### src/rtl/pixel_pkg.sv
// Shared state encoding and frame-size helper for the pixel feeder.
package pixel_pkg;

  typedef enum logic [1:0] {
    EMPTY   = 2'd0,
    FETCH   = 2'd1,
    PRESENT = 2'd2,
    DONE    = 2'd3
  } state_t;

  function automatic int n_pix(input int h, input int w);
    return h * w;
  endfunction

endpackage

### src/rtl/pixel_feeder_frame_ram.sv
// Simple dual-port frame buffer: one write port, one registered read port.
// The array is never cleared; only the read register is reset.
module frame_ram #(
  parameter int ADDR_W = 4,
  parameter int PIX_W  = 8
) (
  input  logic              clk,
  input  logic              reset,
  input  logic              wr_en,
  input  logic [ADDR_W-1:0] wr_addr,
  input  logic [PIX_W-1:0]  wr_data,
  input  logic              rd_en,
  input  logic [ADDR_W-1:0] rd_addr,
  output logic [PIX_W-1:0]  rd_data
);

  logic [PIX_W-1:0] mem [2**ADDR_W];

  always_ff @(posedge clk) begin
    if (wr_en) begin
      mem[wr_addr] <= wr_data;
    end
  end

  // read register only updates on a fetch, so it stays stable while presented
  always_ff @(posedge clk) begin
    if (reset) begin
      rd_data <= '0;
    end else if (rd_en) begin
      rd_data <= mem[rd_addr];
    end
  end

endmodule

### src/rtl/pixel_feeder.sv
// Frame buffer that loads one frame from the host and serves it in raster order.
// Optional coordinate checker built when COORD_CHECK_EN is defined.
module pixel_feeder
  import pixel_pkg::*;
#(
  parameter int img_height = 4,
  parameter int img_width  = 4,
  parameter int PIX_W      = 8,
  parameter int ADDR_W     = 4
) (
  input  logic             clk,
  input  logic             reset,
  input  logic             load_valid,
  input  logic [PIX_W-1:0] load_data,
  output logic             load_ready,
  output logic             data_pixel,
  output logic [PIX_W-1:0] pixel_out,
  input  logic             pixel_valid,
  input  logic [3:0]       x_in,
  input  logic [3:0]       y_in,
  output logic             busy,
  output logic             frame_done,
  output logic             coord_err
);

  localparam int N = n_pix(img_height, img_width);
  localparam logic [ADDR_W-1:0] LAST = ADDR_W'(N - 1);

  state_t            state;
  logic [ADDR_W-1:0] wr_ptr;
  logic [ADDR_W-1:0] rd_ptr;
  logic              wr_en;
  logic              rd_en;
  logic              accept;

  assign wr_en  = (state == EMPTY) && load_valid;
  assign rd_en  = (state == FETCH);
  assign accept = (state == PRESENT) && pixel_valid;

  frame_ram #(.ADDR_W(ADDR_W), .PIX_W(PIX_W)) u_ram (
    .clk     (clk),
    .reset   (reset),
    .wr_en   (wr_en),
    .wr_addr (wr_ptr),
    .wr_data (load_data),
    .rd_en   (rd_en),
    .rd_addr (rd_ptr),
    .rd_data (pixel_out)
  );

  // load / fetch / present / done sequencing with registered flags
  always_ff @(posedge clk) begin
    if (reset) begin
      state      <= EMPTY;
      wr_ptr     <= '0;
      rd_ptr     <= '0;
      load_ready <= 1'b1;
      data_pixel <= 1'b0;
      busy       <= 1'b0;
      frame_done <= 1'b0;
    end else begin
      case (state)
        EMPTY: begin
          if (load_valid) begin
            if (wr_ptr == LAST) begin
              wr_ptr     <= '0;
              rd_ptr     <= '0;
              load_ready <= 1'b0;
              busy       <= 1'b1;
              state      <= FETCH;
            end else begin
              wr_ptr <= wr_ptr + 1'b1;
            end
          end
        end
        FETCH: begin
          data_pixel <= 1'b1;
          state      <= PRESENT;
        end
        PRESENT: begin
          if (pixel_valid) begin
            data_pixel <= 1'b0;
            if (rd_ptr == LAST) begin
              busy       <= 1'b0;
              frame_done <= 1'b1;
              state      <= DONE;
            end else begin
              rd_ptr <= rd_ptr + 1'b1;
              state  <= FETCH;
            end
          end
        end
        DONE: begin
          frame_done <= 1'b0;
          load_ready <= 1'b1;
          state      <= EMPTY;
        end
        default: begin
          state      <= EMPTY;
          load_ready <= 1'b1;
          data_pixel <= 1'b0;
          busy       <= 1'b0;
          frame_done <= 1'b0;
        end
      endcase
    end
  end

`ifdef COORD_CHECK_EN
  logic [3:0] rd_x;
  logic [3:0] rd_y;

  // raster coordinates of rd_ptr and the sticky mismatch flag
  always_ff @(posedge clk) begin
    if (reset) begin
      rd_x      <= 4'd0;
      rd_y      <= 4'd0;
      coord_err <= 1'b0;
    end else begin
      if (wr_en && (wr_ptr == '0)) begin
        coord_err <= 1'b0;
      end else if (accept && ({y_in, x_in} != {rd_y, rd_x})) begin
        coord_err <= 1'b1;
      end
      if (wr_en && (wr_ptr == LAST)) begin
        rd_x <= 4'd0;
        rd_y <= 4'd0;
      end else if (accept && (rd_ptr != LAST)) begin
        if (rd_x == 4'(img_width - 1)) begin
          rd_x <= 4'd0;
          rd_y <= rd_y + 4'd1;
        end else begin
          rd_x <= rd_x + 4'd1;
        end
      end
    end
  end
`else
  logic unused_coord;
  assign unused_coord = ^{x_in, y_in};
  assign coord_err    = 1'b0;
`endif

endmodule

### config.mk
export PLATFORM = sky130hd
export DESIGN_NAME = pixel_feeder
export DESIGN_NICKNAME = d
export VERILOG_FILES = /design/src/rtl/pixel_pkg.sv /design/src/rtl/pixel_feeder_frame_ram.sv /design/src/rtl/pixel_feeder.sv
export SDC_FILE = /design/constraint.sdc
export NUM_CORES = 1
export LEC_CHECK = 0
export ABC_CLOCK_PERIOD_IN_PS = 4500
export CAP_MARGIN = 20
export CORE_MARGIN = 2
export CORE_UTILIZATION = 35
export CTS_CLUSTER_DIAMETER = 50
export DETAILED_ROUTE_END_ITERATION = 8
export GPL_TIMING_DRIVEN = 0
export PLACE_DENSITY_LB_ADDON = 0.15
export SLEW_MARGIN = 20
export SYNTH_ARGS = -nofsm -noshare
export SYNTH_HDL_FRONTEND = slang
export SYNTH_SLANG_ARGS = --single-unit
### constraint.sdc
create_clock -name clk -period 4.5 [get_ports clk]
set_input_delay 0.675 -clock clk [delete_from_list [all_inputs] [get_ports clk]]
set_output_delay 0.675 -clock clk [all_outputs]
set_load 0.01 [all_outputs]
==> flow_metrics.py <==
metrics = {
    "worst_setup_path": {
        "cp_slowest_cell": "nor2_1",
        "path_cells": "clkdlybuf4s50_1 -> nor3b_2 -> nand2_1 -> nor2_1",
        "worst-r2r-setup-slack_ns": 2.17,
        "rr_worst_depth": 4,
        "worstPathRequired_ns": 4.54,
        "rr_startpoint": "state[0]",
        "endpoint_kind": "flip-flop",
        "r2r-end": "u_ram.mem[13][5]",
        "worst_setup_path_start_kind": "primary input",
        "slowest_delay_ns": 0.80,
        "crit_fanout": 8,
        "arrival_ns": 2.61,
        "crit_type": "primary input to flip-flop",
    },
    "routing": {
        "vias_per_cell": 5.054,
        "drc": 0,
        "drtPass1Iterations": 4,
        "wire_per_inst_um": 20.55,
        "vias": 3108,
        "drt_wl_total_um": 12640,
        "drtIter0Drc": 208,
        "drtAntennaViolNets": 0,
    },
    "sta": {
        "slew_headroom": 0.3353,
        "setup_viol": 0,
        "slew_violations": 0,
        "tns_ns": 0,
        "period_minus_slack_ns": 2.574,
        "rsz0062_at_grt": "no",
        "fmax_mhz": 388.4,
        "worstMarginPinSlew_ns": 0.9934,
        "min_period_over_period": 0.5721,
        "finalHoldViolCount": 0,
        "skew_ns": 0.006449,
    },
    "global_routing": {
        "grt_max_degree": 17,
        "grt-ovfl-total": 0,
        "grt_pass1_vias": 3261,
        "grtUsageTotal": 0.1545,
        "grt_antenna_before_repair": 0,
        "grt_pass1_wl_um": 19610,
    },
    "synthesis": {
        "synth-simple-area-share": 0.05551,
        "syn_nets": 362,
        "synth.yosys.seq_area_share": 0.7310,
        "synth-main-ff-cell": "edfxtp_1",
        "async_reset_ff_frac": 0,
        "syn_area_mm2": 0.005861,
        "synthAdderAreaFrac": 0.01067,
        "synth_edf_count": 128,
        "yosys.area.top_type": "edfxtp_1",
        "synth_top_area_share": 0.6558,
        "avgSynthCellArea_um2": 17.39,
        "synth_area_leaders": "edfxtp_1 (66%), mux4_2 (9.2%), dfxtp_1 (7.5%)",
        "synth_top_family_by_area": "multiplexers",
        "synth_xor_area_frac": 0.004483,
        "netlist_instances": 337,
        "synth_compound_area_frac": 0.04697,
        "muxShareOfSynthArea": 0.1332,
        "ys_types": 39,
        "yosysWarnings": 0,
        "ys_ff_latch": 150,
    },
    "clocking": {
        "clk_pin_slew_worst_paths_ns": 0.06,
        "clock_path_buffers": 2,
        "htreeDepth": 4,
        "cts.sink_count": 150,
        "cts_tree": "done",
        "worstSkewPairLatency_ns": 0.42,
        "postCtsHoldBufs": 0,
        "cts_resized": 0,
        "post_cts_buffers": 0,
        "cts_inserted_buffers": 17,
        "root_buffer": "clkbuf_16",
    },
    "run_status": {
        "status": "completed",
    },
    "final_layout": {
        "area_growth_pct": 19.15,
        "layout_common_cells": "edfxtp_1 (128), mux4_2 (24), mux2i_1 (24), clkdlybuf4s50_1 (23), dfxtp_1 (22)",
        "drive_gt1_frac": 0.1797,
        "n_antenna_cell": 0,
        "fillerInstances": 1513,
        "multi_input_area_mm2": 0.001496,
        "final_util": 0.4241,
        "layout_commonest_cell": "edfxtp_1",
        "final_nets": 407,
        "seq_area_mm2": 0.004284,
    },
    "die": {
        "die_x_um": 133.4,
        "initial_utilization": 0.3559,
        "ios": 33,
        "rows": 47,
        "dieHeight_um": 133.4,
        "fp.coreArea_mm2": 0.01647,
        "dieArea_mm2": 0.01780,
    },
    "power_and_ir_drop": {
        "ir_worst_vdd_v": 0.0002616,
        "p_per_area_mw_per_mm2": 427.1,
        "p_total_w": 0.002982,
        "leakagePower_nw": 2.169,
    },
    "hold_path": {
        "hold_end": "load_ready",
        "hold_depth": 2,
        "hold_path_class": "flip-flop to flip-flop",
        "hold_start": "load_ready",
    },
    "placement": {
        "dpl.hpwl_um": 8182,
        "gp_congestion": 0.7288,
        "place.port_buffers": 23,
    },
    "job": {
        "cap_violations": 0,
    },
}
## registers in the layout, indices dropped and copies added (netlist names)
name	cells
busy	1
data_pixel	1
frame_done	1
load_ready	1
rd_ptr	4
state	2
u_ram.mem	128
u_ram.rd_data	8
wr_ptr	4
## where the power goes
group          internal, W  leakage (nW)  total [W]  switching [W]
logic            0.0000242         0.553  0.0000680      0.0000438
registers          0.00153          1.33    0.00153     0.00000495
clock network     0.000860         0.282    0.00138       0.000524
total              0.00241          2.17    0.00298       0.000573
## per-stage QoR
stage | hold WS [ns] | area (um2) | std cells | worst slack [ns]
floorplan | 0.4843 | 5861 | 337 | 2.294
global placement | 0.4638 | 6366 | 580 | 1.019
detailed placement | 0.4643 | 6409 | 583 | 1.428
CTS | 0.4782 | 6980 | 615 | 1.866
global route | 0.5025 | 6983 | 615 | 1.664
finish | 0.4715 | 6983 | 615 | 1.926
## per-layer routing
metal,GRT usage,up-vias,wire (um)
met2,0.2494,80,6212
met4,0.06856,0,277
met5,0,-,0
li1,-,1422,-
met1,0.2009,1582,5563
met3,0.03501,24,582
## area by class of cell
type | instances | area share
sequential | 150 | 0.6135
multi-input combinational | 165 | 0.2143
clock buffer | 20 | 0.06253
tap | 220 | 0.03942
timing repair buffer | 26 | 0.03619
clock inverter | 12 | 0.01935
buffer | 19 | 0.01308
inverter | 3 | 0.001613
## how the worst max path moves through the flow
| stage | slack [ns] | end | cells past startpoint | start |
|---|---|---|---|---|
| finish | 1.93 | u_ram.mem[13][5] | 4 | load_valid |
| global route | 1.66 | u_ram.mem[12][5] | 4 | load_valid |
| CTS | 1.87 | u_ram.mem[8][5] | 4 | load_valid |
| detailed placement | 1.43 | u_ram.mem[8][6] | 4 | load_valid |
| global placement | 1.02 | u_ram.mem[0][6] | 4 | load_valid |
| floorplan | 2.29 | u_ram.mem[3][0] | 3 | load_valid |
## cell families (layout without fill, tap and decap cells)
kind of cell               Yosys count  count (layout)
AOI/OAI and AO/OA                   43              43
buffers and inverters               22              80
and+or+nand+nor                     65              65
DFF                                150             150
xor gates and xnor gates             3               3
other                                1               1
muxes                               48              48
adders and majority gates            5               5
## critical path, delay by kind of cell
family | cells | cell delay, ns
buf+inv | 1 | 0.46
simple gates | 3 | 1.48
## synth_stat cells, drive strengths merged (2+ instances only)
| cell | count |
|---|---|
| buf | 10 |
| nor3 | 7 |
| o211ai | 8 |
| xor2 | 2 |
| dfxtp | 22 |
| a31oi | 2 |
| inv | 3 |
| o21ai | 14 |
| mux2i | 24 |
| edfxtp | 128 |
| nand3 | 3 |
| nand2b | 2 |
| a221oi | 8 |
| nand2 | 15 |
| a21oi | 8 |
| nor2 | 22 |
| nand3b | 2 |
| clkbuf | 9 |
| ha | 5 |
| nand4 | 2 |
| a211oi | 2 |
| nor2b | 3 |
| mux4 | 24 |
Note: power is estimated with default switching activity, not from simulation.
